===== config.mk =====
export PLATFORM = sky130hd
export DESIGN_NAME = nrf_spi_responder
export DESIGN_NICKNAME = d
export VERILOG_FILES = /design/src/rtl/nrf_spi_responder_pkg.sv /design/src/rtl/nrf_spi_responder_byte_fifo.sv /design/src/rtl/nrf_spi_responder.sv
export SDC_FILE = /design/constraint.sdc
export NUM_CORES = 1
export LEC_CHECK = 0
export CAP_MARGIN = 25
export CELL_PAD_IN_SITES_DETAIL_PLACEMENT = 0
export CELL_PAD_IN_SITES_GLOBAL_PLACEMENT = 1
export CORE_AREA = 2 2 117 119
export DETAILED_ROUTE_END_ITERATION = 12
export DIE_AREA = 0 0 119 121
export HOLD_SLACK_MARGIN = 0.15
export PLACE_DENSITY_LB_ADDON = 0.1
export SLEW_MARGIN = 20
export SYNTH_ARGS = -nofsm -noshare
export SYNTH_HDL_FRONTEND = slang
export SYNTH_SLANG_ARGS = --single-unit
export TNS_END_PERCENT = 5

===== constraint.sdc =====
create_clock -name i_Clk -period 4.07 [get_ports i_Clk]
set_input_delay 0.6105 -clock i_Clk [delete_from_list [all_inputs] [get_ports i_Clk]]
set_output_delay 0.6105 -clock i_Clk [all_outputs]
set_load 0.05 [all_outputs]

===== src/rtl/nrf_spi_responder_pkg.sv =====
// Shared constants, state encoding and command decode for the nRF SPI responder.
package nrf_spi_responder_pkg;

  localparam int unsigned DATA_W     = 8;
  localparam int unsigned ADDR_W     = 5;
  localparam int unsigned FIFO_DEPTH = 4;
  localparam int unsigned NUM_GPR    = 7;

  localparam logic [2:0]        OP_R_REGISTER   = 3'b000;
  localparam logic [2:0]        OP_W_REGISTER   = 3'b001;
  localparam logic [DATA_W-1:0] OP_R_RX_PAYLOAD = 8'h61;
  localparam logic [DATA_W-1:0] OP_NOP          = 8'hFF;

  localparam logic [ADDR_W-1:0] ADDR_STATUS      = 5'h07;
  localparam logic [ADDR_W-1:0] ADDR_FIFO_STATUS = 5'h17;

  localparam int unsigned RX_DR_BIT    = 6;
  localparam int unsigned RX_EMPTY_BIT = 0;
  localparam int unsigned RX_FULL_BIT  = 1;

  localparam logic [DATA_W-1:0] STATUS_RST = 8'h0E;

  typedef enum logic [2:0] {
    ST_IDLE,
    ST_CMD,
    ST_RD_REG,
    ST_WR_REG,
    ST_RD_PLD,
    ST_IGNORE
  } state_e;

  // Maps a received command byte to the state serving its data bytes.
  function automatic state_e decode_cmd(input logic [DATA_W-1:0] cmd);
    state_e st;
    st = ST_IGNORE;
    if (cmd == OP_NOP)                   st = ST_IGNORE;
    else if (cmd == OP_R_RX_PAYLOAD)     st = ST_RD_PLD;
    else if (cmd[7:5] == OP_R_REGISTER)  st = ST_RD_REG;
    else if (cmd[7:5] == OP_W_REGISTER)  st = ST_WR_REG;
    return st;
  endfunction

endpackage


===== src/rtl/nrf_spi_responder_byte_fifo.sv =====
// 4 x 8 first-word-fall-through FIFO; push while full is dropped unless a pop frees a slot.
module byte_fifo
  import nrf_spi_responder_pkg::*;
(
  input  logic              i_Clk,
  input  logic              i_Rst,
  input  logic              i_Push,
  input  logic [DATA_W-1:0] i_Data,
  input  logic              i_Pop,
  output logic [DATA_W-1:0] o_Data,
  output logic              o_Full,
  output logic              o_Empty
);

  localparam int unsigned PTR_W = $clog2(FIFO_DEPTH);
  localparam int unsigned CNT_W = PTR_W + 1;

  logic [DATA_W-1:0] mem_q [FIFO_DEPTH];
  logic [PTR_W-1:0]  wr_ptr_q, rd_ptr_q;
  logic [CNT_W-1:0]  count_q, count_d;
  logic              full_q, empty_q;
  logic              push_c, pop_c;

  assign pop_c  = i_Pop && !empty_q;
  assign push_c = i_Push && (!full_q || pop_c);

  always_comb begin
    count_d = count_q;
    if (push_c && !pop_c)      count_d = count_q + CNT_W'(1);
    else if (pop_c && !push_c) count_d = count_q - CNT_W'(1);
  end

  always_ff @(posedge i_Clk) begin
    if (i_Rst) begin
      wr_ptr_q <= '0;
      rd_ptr_q <= '0;
      count_q  <= '0;
      full_q   <= 1'b0;
      empty_q  <= 1'b1;
    end else begin
      if (push_c) wr_ptr_q <= wr_ptr_q + PTR_W'(1);
      if (pop_c)  rd_ptr_q <= rd_ptr_q + PTR_W'(1);
      count_q <= count_d;
      full_q  <= (count_d == CNT_W'(FIFO_DEPTH));
      empty_q <= (count_d == '0);
    end
  end

  // Storage carries no reset; validity is tracked by the count.
  always_ff @(posedge i_Clk) begin
    if (push_c) mem_q[wr_ptr_q] <= i_Data;
  end

  assign o_Data  = mem_q[rd_ptr_q];
  assign o_Full  = full_q;
  assign o_Empty = empty_q;

endmodule


===== src/rtl/nrf_spi_responder.sv =====
// SPI mode-0 slave modelling the nRF command interface: STATUS on every command
// byte, register read/write, and an RX payload FIFO fed from a local port.
module nrf_spi_responder
  import nrf_spi_responder_pkg::*;
(
  input  logic              i_Clk,
  input  logic              i_Rst,
  input  logic              i_SPI_Sck,
  input  logic              i_SPI_Csn,
  input  logic              i_SPI_Mosi,
  output logic              o_SPI_Miso,
  input  logic [DATA_W-1:0] i_Payload_Byte,
  input  logic              i_Payload_Wr,
  output logic              o_IRQ_n,
  output logic              o_Wr_DV,
  output logic [ADDR_W-1:0] o_Wr_Addr,
  output logic [DATA_W-1:0] o_Wr_Data
);

  logic [1:0] sck_sync_q, csn_sync_q, mosi_sync_q;
  logic       sck_prev_q, csn_prev_q;
  logic       sck_s, csn_s, mosi_s;
  logic       sck_rise_c, sck_fall_c, csn_fall_c;

  state_e            state_q;
  logic [2:0]        bit_cnt_q;
  logic [DATA_W-2:0] rx_q;
  logic [DATA_W-1:0] tx_q;
  logic [ADDR_W-1:0] addr_q;
  logic [DATA_W-1:0] regs_q [NUM_GPR];
  logic              rx_dr_q;
  logic              irq_n_q;
  logic              wr_dv_q;
  logic [ADDR_W-1:0] wr_addr_q;
  logic [DATA_W-1:0] wr_data_q;

  logic [DATA_W-1:0] rx_byte_c, status_c, rd_data_c, next_tx_c, fifo_data;
  logic [ADDR_W-1:0] rd_addr_c;
  state_e            next_state_c;
  logic              byte_done_c, commit_c, w1c_c, pop_c;
  logic              fifo_full, fifo_empty;

  // Synchronizers track the pins even during reset so a held CSN never looks like a fresh fall.
  always_ff @(posedge i_Clk) begin
    sck_sync_q  <= {sck_sync_q[0], i_SPI_Sck};
    csn_sync_q  <= {csn_sync_q[0], i_SPI_Csn};
    mosi_sync_q <= {mosi_sync_q[0], i_SPI_Mosi};
    sck_prev_q  <= sck_sync_q[1];
    csn_prev_q  <= csn_sync_q[1];
  end

  assign sck_s      = sck_sync_q[1];
  assign csn_s      = csn_sync_q[1];
  assign mosi_s     = mosi_sync_q[1];
  assign sck_rise_c = sck_s && !sck_prev_q;
  assign sck_fall_c = !sck_s && sck_prev_q;
  assign csn_fall_c = !csn_s && csn_prev_q;

  assign rx_byte_c   = {rx_q, mosi_s};
  assign byte_done_c = sck_rise_c && !csn_s && (bit_cnt_q == 3'd7) && (state_q != ST_IDLE);
  assign commit_c    = byte_done_c && (state_q == ST_WR_REG);
  assign w1c_c       = commit_c && (addr_q == ADDR_STATUS) && rx_byte_c[RX_DR_BIT];

  always_comb begin
    status_c            = STATUS_RST;
    status_c[RX_DR_BIT] = rx_dr_q;
  end

  // Register read port; during CMD the address is still arriving in the shift register.
  always_comb begin
    rd_addr_c = (state_q == ST_CMD) ? rx_byte_c[ADDR_W-1:0] : addr_q;
    rd_data_c = '0;
    if (rd_addr_c < ADDR_W'(NUM_GPR)) begin
      rd_data_c = regs_q[rd_addr_c[2:0]];
    end else if (rd_addr_c == ADDR_STATUS) begin
      rd_data_c = status_c;
    end else if (rd_addr_c == ADDR_FIFO_STATUS) begin
      rd_data_c[RX_FULL_BIT]  = fifo_full;
      rd_data_c[RX_EMPTY_BIT] = fifo_empty;
    end
  end

  always_comb begin
    next_state_c = (state_q == ST_CMD) ? decode_cmd(rx_byte_c) : state_q;
    next_tx_c    = '0;
    case (next_state_c)
      ST_RD_REG: next_tx_c = rd_data_c;
      ST_RD_PLD: next_tx_c = fifo_empty ? '0 : fifo_data;
      default:   next_tx_c = '0;
    endcase
  end

  assign pop_c = byte_done_c && (next_state_c == ST_RD_PLD) && !fifo_empty;

  always_ff @(posedge i_Clk) begin
    if (i_Rst) begin
      state_q   <= ST_IDLE;
      bit_cnt_q <= '0;
      rx_q      <= '0;
      tx_q      <= '0;
      addr_q    <= '0;
      rx_dr_q   <= 1'b0;
      irq_n_q   <= 1'b1;
      wr_dv_q   <= 1'b0;
      wr_addr_q <= '0;
      wr_data_q <= '0;
      for (int i = 0; i < int'(NUM_GPR); i++) regs_q[i] <= '0;
    end else begin
      wr_dv_q <= 1'b0;
      irq_n_q <= !rx_dr_q;
      // A push in the same cycle as a W1C clear leaves RX_DR set.
      if (i_Payload_Wr)  rx_dr_q <= 1'b1;
      else if (w1c_c)    rx_dr_q <= 1'b0;

      if (commit_c) begin
        wr_dv_q   <= 1'b1;
        wr_addr_q <= addr_q;
        wr_data_q <= rx_byte_c;
        if (addr_q < ADDR_W'(NUM_GPR)) regs_q[addr_q[2:0]] <= rx_byte_c;
      end

      if (csn_s) begin
        state_q   <= ST_IDLE;
        tx_q      <= '0;
        bit_cnt_q <= '0;
      end else if (state_q == ST_IDLE) begin
        if (csn_fall_c) begin
          state_q   <= ST_CMD;
          tx_q      <= status_c;
          bit_cnt_q <= '0;
        end
      end else begin
        if (sck_rise_c) begin
          rx_q      <= rx_byte_c[DATA_W-2:0];
          bit_cnt_q <= bit_cnt_q + 3'd1;
        end
        // The fall after the 8th rise must keep the freshly loaded MSB on MISO.
        if (sck_fall_c && (bit_cnt_q != 3'd0)) tx_q <= {tx_q[DATA_W-2:0], 1'b0};
        if (byte_done_c) begin
          tx_q <= next_tx_c;
          if (state_q == ST_CMD) begin
            state_q <= next_state_c;
            addr_q  <= rx_byte_c[ADDR_W-1:0];
          end else if (state_q == ST_WR_REG) begin
            state_q <= ST_IGNORE;
          end
        end
      end
    end
  end

  byte_fifo u_fifo (
    .i_Clk   (i_Clk),
    .i_Rst   (i_Rst),
    .i_Push  (i_Payload_Wr),
    .i_Data  (i_Payload_Byte),
    .i_Pop   (pop_c),
    .o_Data  (fifo_data),
    .o_Full  (fifo_full),
    .o_Empty (fifo_empty)
  );

  assign o_SPI_Miso = tx_q[DATA_W-1];
  assign o_IRQ_n    = irq_n_q;
  assign o_Wr_DV    = wr_dv_q;
  assign o_Wr_Addr  = wr_addr_q;
  assign o_Wr_Data  = wr_data_q;

endmodule


==> results summary, run 1 <==
The clock drives 149 sinks. Summed over all layers, the global routing overflow is 0. Summing every instance area after synthesis gives 0.00669 mm2. The area share of the largest cell type after synthesis came out at 0.359. The number of antenna violations at the first check in global routing came out at 0. Once the clock tree was built, the setup fixing pass inserted 0 buffers.

The share of synthesized area occupied by flip-flops and latches is 0.566. The number of input and output port buffers inserted came out at 29. Clock skew on the completed layout was measured at between 0.005 and 0.006 ns. The worst hold path passes through 0 cells. The number of synthesized flops with an enable pin came out at 80.

The number of warning messages in the yosys log came out at 0. For this run, the leading register cell type out of synthesis is sky130_fd_sc_hd__edfxtp_1. The largest stage delay on the critical path is 0.65 ns. In this design, the critical path's most frequently occurring cell is sky130_fd_sc_hd__ha_1. The aggregate global-route resource usage is 0.230. The peak clock frequency supported by timing came out at 290 MHz. The die area is 0.0144 mm2. The register bit total from synthesis is 149.

The max-capacitance violation count came out at 0. The launch instance of the worst register-to-register path is bit_cnt_q[0]$_SDFFE_PP0P_. The number of global-route vias before repair came to between 4000 and 5000.

Yosys attributes the largest share of cell area to sky130_fd_sc_hd__edfxtp_1 36%, sky130_fd_sc_hd__dfxtp_1 21%, sky130_fd_sc_hd__nand2_1 5.1%. Entering global routing, the biggest net connects 50 pins. In this run the remaining antenna-violating nets after routing total 0. Setup total negative slack on the finished layout was measured at 0 ns. The total of cells resized after clock tree synthesis is 0. The count of unresolved DRC violations after routing came out at 0. The worst hold path begins at sck_sync_q[0]$_DFF_P_. The synthesized netlist cell count came out at 617. For this design, the slowest cell found on the critical path is sky130_fd_sc_hd__or4b_1. The leading area contributor after synthesis is sky130_fd_sc_hd__edfxtp_1. The first global-routing pass estimated about 25 mm of wire. Once detailed placement completed, the half-perimeter wirelength came to 11.0 mm. The routed layout has 4723 vias. The detailed-route vias per instance came out at 5.72.

The run finished with clean final reports. The power density relative to cell area came out at 434 mW/mm2. The maximum resistive drop on vdd came out at ~0.51 mV.

STA puts the critical path data arrival time at roughly 3.5 ns. In this run the count of I/O pins placed on the die edge is 30. STA classifies the critical path endpoint as a flop.

The worst-margin pin slew came out at slightly below 0.9 ns. By instance count, the leading cell after synthesis is sky130_fd_sc_hd__nand2_1. Counting instances in the post-synthesis netlist gives the leading cell types as 91 x sky130_fd_sc_hd__nand2_1, 80 x sky130_fd_sc_hd__edfxtp_1, 71 x sky130_fd_sc_hd__nor2_1. The path type of the worst setup path is reg2reg. The violation count after the first detailed-routing iteration is 427.

The mean cell area of the mapped netlist came out at 10.8 um2. Along the worst path, the maximum fanout reaches 17. The area growth from synthesis to layout is 13.7%. The register clock-pin slew on the reported worst setup and hold paths is 0.06 ns. After detailed routing, the total wire length is 15.7 mm. The count of antenna diodes in the layout came out at 0. The count of H-tree levels built during CTS is 4. The kind of launch point of the worst setup path is a flop. The worst pin sits at a relative slew slack of 0.397. The width of the die came out at 119 um. The worst register-to-register path ends at regs_q[3][3]$_SDFFCE_PN0P_. The clock period minus final worst setup slack is ~3.5 ns.

The number of cells on the worst reg-to-reg path is 7. The die height came out at 121 um. The later pin in the worst-skew pair is clocked with a latency of 0.43 ns. The post-layout net count came out at between 600 and 700.

The register-to-register path setup slack is 0.62 ns. The post-placement setup slack is around 0.68 ns. Setup repair after global routing left no endpoint under its margin. The initial cell density of the core is 0.511. The tree is rooted in a sky130_fd_sc_hd__clkbuf_16. The count of final max-slew check failures came out at 0. The total nets after synthesis is 640.

The async set or reset register ratio after synthesis came out at 0. The multi-input logic area is 0.00264 mm2. The count of hold buffers inserted by post-cts repair is 0. In the final layout, the share of cells above drive strength 1 is 0.122. The first-pass detailed-route iteration total is 5. Setup violations remaining at the end of the flow were counted as 0. The final weighted congestion in routability-driven placement came out at 0.835. The number of placement rows came out at 42. The share of the clock period used by the worst path came out at 0.849. The number of hold-slack violations in the final timing report came out at 0. The fill cell instance count of the final layout came out at 1131. In this run the static leakage power is 0.00267 uW. The register area is 0.00378 mm2. The placeable core region came out at 0.0131 mm2.

The required time of the critical path came out at 4.15 ns. The worst hold path terminates at sck_sync_q[1]$_DFF_P_. Counting the buffers created by CTS gives 17. The deepest clock path buffer count is 2. The path class of the tightest hold or removal check is reg2reg. TritonCTS built the clock tree.

Traced cell by cell, the critical path runs through ha_1 > ha_1 > and4bb_2 > nand3_2 > nor3_1 > or4b_1 > nand2b_1. Across all setup checks in the final design, the least slack found is 0.616 ns. In the final routed layout, each cell accounts on average for around 19 um. The count of distinct cell types in the synthesized netlist is 77.
[worst max path at each step]
| stage | to | start | slack, ns | cells after the start |
|---|---|---|---|---|
| after floorplan | regs_q[3][0]$_SDFFCE_PN0P_ | bit_cnt_q[0]$_SDFFE_PP0P_ | 1.50 | 8 |
| after global placement | regs_q[3][4]$_SDFFCE_PN0P_ | bit_cnt_q[0]$_SDFFE_PP0P_ | 0.81 | 7 |
| after detailed placement | regs_q[3][3]$_SDFFCE_PN0P_ | bit_cnt_q[0]$_SDFFE_PP0P_ | 0.68 | 7 |
| after CTS | regs_q[3][1]$_SDFFCE_PN0P_ | bit_cnt_q[0]$_SDFFE_PP0P_ | 0.65 | 7 |
| after global routing | regs_q[3][2]$_SDFFCE_PN0P_ | bit_cnt_q[0]$_SDFFE_PP0P_ | 0.44 | 7 |
| final | regs_q[3][3]$_SDFFCE_PN0P_ | bit_cnt_q[0]$_SDFFE_PP0P_ | 0.62 | 7 |
[final cells by class]
class / count / area share
flip-flops and latches: 149 / 0.497
multi-input cells: 416 / 0.347
clock buffers: 18 / 0.0564
repair buffers: 35 / 0.0434
well taps: 176 / 0.0290
clock inverters: 14 / 0.0179
inverters: 18 / 0.00888
[layout by cell type (no fill, tap or decap), drive strengths merged, types with 9 or more instances in the layout]
cell,count
mux2,11
ha,9
inv,19
nand2,91
nor3,9
nand2b,10
clkdlybuf4s50,28
and3,11
o21ai,17
clkbuf,18
dfxtp,69
nand3,22
a21oi,44
nor2,71
mux2i,13
edfxtp,80
[routing by layer]
metal	share of wire	track usage	routed length [um]
met4	0.018	0.0856	279
met3	0.056	0.0503	874
met5	0	0	0
met1	0.45	0.306	7080
met2	0.48	0.371	7490
[stage by stage]
step	power [uW]	cells	instance area (um2)	hold slack (ns)	utilization
2_1_floorplan	1770	617	6690	0.310	-
3_3_place_gp	1820	794	7040	0.310	0.538
3_5_place_dp	1820	794	7040	0.315	0.538
4_1_cts	3320	826	7610	0.329	0.581
5_1_grt	3400	826	7610	0.336	0.581
6_report	3300	826	7610	0.328	0.581
[state kept, by name, summed over array words and instances (netlist names), 2 cells and up, named ones only]
name	flops
regs_q	56
o_Wr_Addr	5
csn_sync_q	2
u_fifo.mem_q	32
u_fifo.count_q	3
sck_sync_q	2
mosi_sync_q	2
rx_q	7
u_fifo.wr_ptr_q	2
o_Wr_Data	8
bit_cnt_q	3
addr_q	5
state_q	3
u_fifo.rd_ptr_q	2
tx_q	8
[worst max-delay path, delay by kind of cell (launching register included)]
family / cells / cell delay, ns
adders and majority gates: 2 / 0.34
DFF: 1 / 0.36
and+or+nand+nor: 5 / 2.41
[kinds of logic after synthesis]
family,share of synthesized area
compound gates,0.121
xor+xnor,0.00767
fa+ha+maj,0.0168
buf+inv,0.0398
flops,0.566
mux,0.0655
simple gates,0.183
[where the power goes]
group          internal [uW]  total [uW]  switching, uW
combinational           55.1         142           86.6
sequential              1630        1650           22.7
clock                    895        1500            610
total                   2580        3300            720
Power figures use the tool's default switching activity.
==> run 2, diff against run 1 <==
--- a/config.mk
+++ b/config.mk
@@ -8,9 +8,9 @@
 export CAP_MARGIN = 25
 export CELL_PAD_IN_SITES_DETAIL_PLACEMENT = 0
 export CELL_PAD_IN_SITES_GLOBAL_PLACEMENT = 1
-export CORE_AREA = 2 2 117 119
+export CORE_AREA = 2 2 127 129
 export DETAILED_ROUTE_END_ITERATION = 12
-export DIE_AREA = 0 0 119 121
+export DIE_AREA = 0 0 129 131
 export HOLD_SLACK_MARGIN = 0.15
 export PLACE_DENSITY_LB_ADDON = 0.1
 export SLEW_MARGIN = 20
==> constraint.sdc (replaced) <==
create_clock -name i_Clk -period 2.8 [get_ports i_Clk]
set_input_delay 0.42 -clock i_Clk [delete_from_list [all_inputs] [get_ports i_Clk]]
set_output_delay 0.42 -clock i_Clk [all_outputs]
set_load 0.05 [all_outputs]
==> run 2 against run 1 <==
- critical path depth is 1 higher
- final area up 4.0%
- critical endpoint is now tx_q[6]$_SDFFE_PP0P_
- register-to-register slack got worse by 0.39 ns
- highest routed layer unchanged
- count of clock-buffer cells in the layout fell by 1
- first-iteration DRC count rose by 1.2%
- via count is 2.6% higher
==> results summary, run 2 (synthesis results as in run 1) <==
Status: completed (unchanged). The share of the clock period used by the worst path is 0.918 (was 0.849). The fill cell instance count of the final layout came out at 1404 (was 1131). The path category of the worst min-delay check was reg2reg (unchanged).

The aggregate global-route resource usage came out at 0.211 (was 0.230). The count of hold buffers inserted by post-cts repair came out at 0 (unchanged). The root cell of the clock tree is sky130_fd_sc_hd__clkbuf_16 (unchanged). The portion of total power attributed to the clock network is 0.470 (was 0.456).

The count of antenna diodes in the layout is 0 (unchanged). The max-capacitance violation count came to 0 (unchanged). The power density relative to cell area came out at 624 mW/mm2 (was 434 mW/mm2). The deepest clock path buffer count came to 2 (unchanged). The endpoint of the worst-slack reg-to-reg timing path was tx_q[6]$_SDFFE_PP0P_ (was regs_q[3][3]$_SDFFCE_PN0P_).

The number of flip-flops under the largest register name is 56 (unchanged). The post-layout net count is 685 (was 660). The final hold slack came out at 0.329 ns (was 0.328 ns). The number of top-level pins came out at 30 (unchanged). The worst reg-to-reg path cell count came out at 8 (was 7).

The placeable core region came out at 0.0156 mm2 (was 0.0131 mm2). The final weighted congestion in routability-driven placement is 0.841 (was 0.835). The number of antenna violations at the first check in global routing is 0 (unchanged). Commonest cells after routing, fill and taps aside: 91 x sky130_fd_sc_hd__nand2_1, 80 x sky130_fd_sc_hd__edfxtp_1, 71 x sky130_fd_sc_hd__nor2_1 (unchanged). The hold path endpoint is csn_sync_q[1]$_DFF_P_ (was sck_sync_q[1]$_DFF_P_). The setup fix buffers added after clock tree synthesis was 0 (unchanged). The launch instance of the worst register-to-register path is bit_cnt_q[0]$_SDFFE_PP0P_ (unchanged). The total of cells resized after clock tree synthesis was 0 (unchanged).

The number of global-route vias before repair came out at 4702 (was 4618). The width of the die came to 129 um (was 119 um). The CTS tree was yes (unchanged). The number of placement rows came out at 46 (was 42). The number of hold-slack violations in the final timing report is 0 (unchanged). The critical path capture point type is a flop (unchanged).

RSZ-0062 raised after global routing: false (unchanged). The sequential group share of total power is 0.485 (was 0.501). The total routed wirelength came out at 16.8 mm (was 15.7 mm). The aggregate global routing overflow was 0 (unchanged).

The count of H-tree levels built during CTS came out at 4 (unchanged). The routed length per instance is 18.9 um (was 19.0 um). The die height came out at 131 um (was 121 um). The layout-stage area growth over the synthesis result is 18.3% (was 13.7%).

The largest net degree at the start of global routing was 19 (was 50). The fraction of power spent switching nets came to 0.243 (was 0.218). The peak fanout along the critical path came to 11 (was 17). The internal cell power was 3740 uW (was 2580 uW). The register-to-register path setup slack is 0.23 ns (was 0.62 ns).

The non-filler instance count after layout came out at 891 (was 826). The total clock buffers created by CTS was 17 (unchanged). The worst clock skew on the final layout came to 0.00577 ns (was 0.00560 ns). The number of instances in the placed design is 859 (was 794).

The detailed-route vias per instance is 5.44 (was 5.72). The maximum resistive drop on vdd came out at 0.428 mV (was 0.508 mV). The violation count after the first detailed-routing iteration was 432 (was 427). The initial cell density of the core came out at 0.429 (was 0.511). The clock period minus final worst setup slack is 2.57 ns (was 3.45 ns). The count of endpoints failing setup in the final report is 0 (unchanged). The register ranked first by flip-flop count is regs_q (unchanged). The static leakage power came out at 0.00283 uW (was 0.00267 uW). The first-pass detailed-route iteration total is 5 (unchanged).

The worst hold path stage count is 0 (unchanged). The count of final max-slew check failures came to 0 (unchanged). The die area is 0.0169 mm2 (was 0.0144 mm2). The clock latency on the worst-skew pair is 0.43 ns (about the same). The via count is 4845 (was 4723). The worst hold path startpoint is csn_sync_q[0]$_DFF_P_ (was sck_sync_q[0]$_DFF_P_). The data arrival time of the critical path is 2.87 ns (was 3.54 ns). The peak clock frequency supported by timing is 389 MHz (was 290 MHz).

The post-placement setup slack came to 0.285 ns (was 0.675 ns). The count of unresolved DRC violations after routing came out at 0 (unchanged). The antenna violation net count after detailed routing came to 0 (unchanged).

The worst slew margin relative to its limit came out at 0.418 (was 0.397). Top flop regs: regs_q x56, u_fifo.mem_q x32 (unchanged). The ratio of cells with drive above 1 in the final layout is 0.159 (was 0.122).

The clock sink count is 149 (unchanged). The kind of launch point of the worst setup path is a flop (unchanged). The worst-margin pin slew is 0.866 ns (was 0.880 ns).

The part of the power in combinational logic is 0.045 (was 0.043). The most common library cell in the layout ignoring fill and taps was sky130_fd_sc_hd__nand2_1 (unchanged). The net switching power figure is 1200 uW (was 720 uW). The total negative slack came out at 0 ns (unchanged). The worst path setup slack after routing came out at 0.229 ns (was 0.616 ns). The register clock-pin slew on the reported worst setup and hold paths came out at 0.07 ns (was 0.06 ns). The number of input and output port buffers inserted is 29 (unchanged).

The required time of the critical path came out at 3.10 ns (was 4.15 ns). The post-DP HPWL is 12.1 mm (was 11.0 mm). The first-pass GRT wire length is 26.4 mm (was 24.9 mm). The path type of the worst setup path is reg2reg (unchanged).
run 2: changes by cell type in the layout (fill, tap and decap cells not counted), moves of 2 or more:
cell | before | now
sky130_fd_sc_hd__clkinv_2 | 4 | 0
sky130_fd_sc_hd__inv_8 | 0 | 4
sky130_fd_sc_hd__buf_12 | 0 | 2
sky130_fd_sc_hd__buf_4 | 6 | 29
sky130_fd_sc_hd__inv_6 | 1 | 4
sky130_fd_sc_hd__clkinv_1 | 2 | 0
sky130_fd_sc_hd__clkinvlp_4 | 3 | 0
sky130_fd_sc_hd__clkinv_8 | 0 | 3
run 2: final cells by class:
type / count / area [um2] / area share
sequential: 149 / 3780 / 0.478
inverter: 18 / 67.6 / 0.00854
clock buffer: 17 / 425 / 0.0538
timing repair buffer: 60 / 543 / 0.0686
tap: 216 / 270 / 0.0342
multi-input combinational: 416 / 2640 / 0.333
clock inverter: 15 / 185 / 0.0234
run 2: worst max-delay path by stage:
stage                                         start                         end  slack (ns)
final                     bit_cnt_q[0]$_SDFFE_PP0P_        tx_q[6]$_SDFFE_PP0P_        0.23
after floorplan           bit_cnt_q[0]$_SDFFE_PP0P_  regs_q[3][0]$_SDFFCE_PN0P_        0.23
after detailed placement  bit_cnt_q[0]$_SDFFE_PP0P_  regs_q[3][6]$_SDFFCE_PN0P_        0.29
after global routing      bit_cnt_q[0]$_SDFFE_PP0P_        tx_q[6]$_SDFFE_PP0P_        0.07
after CTS                 bit_cnt_q[0]$_SDFFE_PP0P_        tx_q[6]$_SDFFE_PP0P_        0.27
after global placement    bit_cnt_q[0]$_SDFFE_PP0P_        tx_q[6]$_SDFFE_PP0P_        0.32
run 2: critical path, stage by stage, from the launching register on:
cell and delay, ns:
sky130_fd_sc_hd__dfxtp_1 0.33, sky130_fd_sc_hd__ha_1 0.20, sky130_fd_sc_hd__ha_1 0.21, sky130_fd_sc_hd__and4bb_2 0.26, sky130_fd_sc_hd__buf_4 0.17, sky130_fd_sc_hd__o31ai_1 0.75, sky130_fd_sc_hd__nor2_1 0.15, sky130_fd_sc_hd__a221oi_1 0.24
sky130_fd_sc_hd__a211oi_1 0.12
run 2: power groups by stage:
| stage | registers (uW) | clock network, uW | logic [uW] |
|---|---|---|---|
| 6_report | 2400 | 2320 | 220 |
| 5_1_grt | 2400 | 2450 | 241 |
| 2_1_floorplan | 2430 | 0 | 143 |
| 3_5_place_dp | 2440 | 0 | 221 |
| 3_3_place_gp | 2440 | 0 | 218 |
| 4_1_cts | 2400 | 2360 | 222 |
run 2: per-stage QoR:
stage | total power (uW) | util | area [um2]
2_1_floorplan | 2580 | - | 6690
3_3_place_gp | 2660 | 0.468 | 7300
3_5_place_dp | 2670 | 0.468 | 7300
4_1_cts | 4980 | 0.507 | 7910
5_1_grt | 5090 | 0.507 | 7910
6_report | 4940 | 0.507 | 7910
run 2: routing by layer:
layer	vias to the layer above	GRT usage	wire (um)
li1	2320	-	-
met1	2424	0.276	7650
met2	82	0.348	8290
met3	19	0.0509	640
met4	0	0.0703	264
met5	-	0	0
==> run 3, diff against run 2 <==
--- a/config.mk
+++ b/config.mk
@@ -6,11 +6,12 @@
 export NUM_CORES = 1
 export LEC_CHECK = 0
 export CAP_MARGIN = 25
-export CELL_PAD_IN_SITES_DETAIL_PLACEMENT = 0
-export CELL_PAD_IN_SITES_GLOBAL_PLACEMENT = 1
-export CORE_AREA = 2 2 127 129
+export CELL_PAD_IN_SITES_DETAIL_PLACEMENT = 2
+export CELL_PAD_IN_SITES_GLOBAL_PLACEMENT = 2
+export CORE_AREA = 2 2 140 142
 export DETAILED_ROUTE_END_ITERATION = 12
-export DIE_AREA = 0 0 129 131
+export DIE_AREA = 0 0 142 144
+export GPL_TIMING_DRIVEN = 1
 export HOLD_SLACK_MARGIN = 0.15
 export PLACE_DENSITY_LB_ADDON = 0.1
 export SLEW_MARGIN = 20
==> constraint.sdc (replaced) <==
create_clock -name i_Clk -period 2.12 [get_ports i_Clk]
set_input_delay 0.318 -clock i_Clk [delete_from_list [all_inputs] [get_ports i_Clk]]
set_output_delay 0.318 -clock i_Clk [all_outputs]
set_load 0.05 [all_outputs]
==> run 3 against run 2 <==
- the flow now finishes with violations (negative setup slack)
- clock skew grew 0.0018 ns
- final area is 11% higher
- total power increased by 34%
- register-to-register slack got worse by 0.36 ns
- critical path depth is 1 lower
- count of clock-buffer cells in the layout grew 1
- first-iteration DRC count fell by 20%
- critical endpoint is now tx_q[2]$_SDFFE_PP0P_
- largest power group unchanged
==> results summary, run 3 (synthesis results as in run 1) <==
Status: complete, but fails checks (was completed). The final reports fail on negative setup slack. The number of input and output port buffers inserted is 29 (unchanged).

The data arrival time of the critical path came to 2.57 ns (was 2.87 ns). The worst-margin pin slew came out at 0.542 ns (was 0.866 ns). The timing startpoint of the critical path was state_q[0]$_SDFFE_PP0P_ (was bit_cnt_q[0]$_SDFFE_PP0P_). The count of H-tree levels built during CTS is 4 (unchanged). The power density relative to cell area is 755 mW/mm2 (was 624 mW/mm2). The routed length per instance is 22.1 um (was 18.9 um). The final weighted congestion in routability-driven placement was 0.800 (was 0.841).

The via count was 5163 (was 4845). The final hold slack is 0.322 ns (was 0.329 ns). The number of flip-flops under the largest register name came out at 56 (unchanged). The largest net degree at the start of global routing is 50 (was 19). The worst path setup slack after routing is -0.127 ns (was 0.229 ns). The post-layout net count is 751 (was 685). The first-pass detailed-route iteration total came out at 4 (was 5). The clock latency on the worst-skew pair is 0.44 ns (was 0.43 ns). The layout-stage area growth over the synthesis result is 31.4% (was 18.3%). RSZ-0062 raised after global routing: true (was false).

The number of hold-slack violations in the final timing report is 0 (unchanged). The violation count after the first detailed-routing iteration came to 346 (was 432). The total clock buffers created by CTS is 17 (unchanged).

The worst hold path startpoint is i_SPI_Sck (was csn_sync_q[0]$_DFF_P_). The count of antenna diodes in the layout is 0 (unchanged). The ratio of cells with drive above 1 in the final layout was 0.298 (was 0.159).

The detailed-route vias per instance is 5.27 (was 5.44). Commonest cells after routing, fill and taps aside: 83 x sky130_fd_sc_hd__nand2_1, 80 x sky130_fd_sc_hd__buf_4, 80 x sky130_fd_sc_hd__edfxtp_1 (was 91 x sky130_fd_sc_hd__nand2_1, 80 x sky130_fd_sc_hd__edfxtp_1, 71 x sky130_fd_sc_hd__nor2_1). The static leakage power came to 0.00324 uW (was 0.00283 uW).

The launch instance of the worst register-to-register path is state_q[0]$_SDFFE_PP0P_ (was bit_cnt_q[0]$_SDFFE_PP0P_). The worst clock skew on the final layout is 0.00756 ns (was 0.00577 ns). The number of antenna violations at the first check in global routing came out at 1 (was 0). The register clock-pin slew on the reported worst setup and hold paths came out at 0.07 ns (about the same).

The die area is 0.0204 mm2 (was 0.0169 mm2). The deepest clock path buffer count came out at 2 (unchanged). The peak clock frequency supported by timing came out at 445 MHz (was 389 MHz). The die height came out at 144 um (was 131 um). The clock period minus final worst setup slack came out at 2.25 ns (was 2.57 ns).

The peak fanout along the critical path is 5 (was 11). The kind of launch point of the worst setup path is a flop (unchanged). The path category of the worst min-delay check is in2reg (was reg2reg). The width of the die is 142 um (was 129 um). The root cell of the clock tree is sky130_fd_sc_hd__clkbuf_16 (unchanged). The first-pass GRT wire length came out at 33.5 mm (was 26.4 mm). The number of placement rows came out at 51 (was 46). The critical path capture point type was a flop (unchanged).

The count of unresolved DRC violations after routing is 0 (unchanged). The aggregate global-route resource usage is 0.220 (was 0.211). The most common library cell in the layout ignoring fill and taps is sky130_fd_sc_hd__nand2_1 (unchanged).

The register ranked first by flip-flop count was regs_q (unchanged). The total routed wirelength came out at 21.6 mm (was 16.8 mm). The number of global-route vias before repair is 5774 (was 4702). The share of the clock period used by the worst path is 1.06 (was 0.918).

The worst slew margin relative to its limit came to 0.637 (was 0.418). The post-DP HPWL was 15.6 mm (was 12.1 mm). The initial cell density of the core is 0.351 (was 0.429). The count of endpoints failing setup in the final report came out at 20 (was 0). The aggregate global routing overflow is 0 (unchanged).

The clock sink count came out at 149 (unchanged). The number of top-level pins is 30 (unchanged). The required time of the critical path is 2.45 ns (was 3.10 ns). The CTS tree is yes (unchanged).

The antenna violation net count after detailed routing came out at 0 (unchanged). The path type of the worst setup path is reg2reg (unchanged). The max-capacitance violation count is 0 (unchanged).

The overall power consumption was 6640 uW (was 4940 uW). Top flop regs: regs_q x56, u_fifo.mem_q x32 (unchanged). The placeable core region came out at 0.0191 mm2 (was 0.0156 mm2).

The count of final max-slew check failures is 0 (unchanged). The maximum resistive drop on vdd came out at 0.574 mV (was 0.428 mV).
==> run 3: changes by cell type in the layout (fill, tap and decap cells not counted), moves of 5 or more <==
cell,change
sky130_fd_sc_hd__nand2_1,-8
sky130_fd_sc_hd__buf_4,+51
sky130_fd_sc_hd__dfxtp_1,-5
sky130_fd_sc_hd__buf_6,+12
sky130_fd_sc_hd__nand2_2,+7
sky130_fd_sc_hd__dfxtp_2,+5
==> run 3: per-layer routing <==
| metal | GRT usage | part of all wire |
|---|---|---|
| met1 | 0.280 | 0.45 |
| met2 | 0.386 | 0.51 |
| met3 | 0.0341 | 0.024 |
| met4 | 0.0674 | 0.017 |
| met5 | 0 | 0 |
==> run 3: area by class of cell <==
class / count / area (um2)
Inverter: 18 / 67.6
Sequential cell: 149 / 3790
Tap cell: 238 / 298
Clock buffer: 18 / 450
Timing Repair Buffer: 126 / 1120
Multi-Input combinational cell: 416 / 2910
Fill cell: 1955 / 10300
Clock inverter: 14 / 153
==> run 3: metrics by stage <==
step	area, um2	instances	worst slack (ns)	utilization	setup TNS (ns)
2_1_floorplan	6760	617	-0.118	-	-4.18
3_3_place_gp	7810	932	-0.133	0.409	-2.93
3_5_place_dp	7810	932	-0.289	0.409	-10.01
4_1_cts	8650	973	-0.143	0.453	-2.80
5_1_grt	8790	979	-0.174	0.461	-4.49
6_report	8790	979	-0.127	0.461	-0.524
==> run 3: path summary, 6_finish.rpt <==
kind              cells after the start  slack (ns)                     end
setup / recovery                      7       -0.13    tx_q[2]$_SDFFE_PP0P_
hold / removal                        1        0.32   sck_sync_q[0]$_DFF_P_
setup reg to reg                      7       -0.13    tx_q[2]$_SDFFE_PP0P_
hold reg to reg                       0        0.33  mosi_sync_q[1]$_DFF_P_
==> run 3: what timing repair did <==
item,in CTS,in global routing
buffers inserted,9,5
hold endpoints to repair,0,0
resized for setup,44,24
hold buffers,0,0
pin swaps,13,16
endpoints found under the setup margin,114,135
gates cloned,0,1
==> run 3: report_power, final <==
part	internal (uW)	switching, uW
clock	1660	1450
combinational	160	209
sequential	3120	39.9
==> run 3: worst max-delay path, stage by stage, from the launching register on <==
cell and delay [ns]:
sky130_fd_sc_hd__dfxtp_2 0.35, sky130_fd_sc_hd__buf_6 0.09, sky130_fd_sc_hd__or3b_4 0.43, sky130_fd_sc_hd__a21boi_4 0.27, sky130_fd_sc_hd__o211ai_1 0.19, sky130_fd_sc_hd__a222oi_1 0.49
sky130_fd_sc_hd__o21ai_1 0.13, sky130_fd_sc_hd__a22o_1 0.20
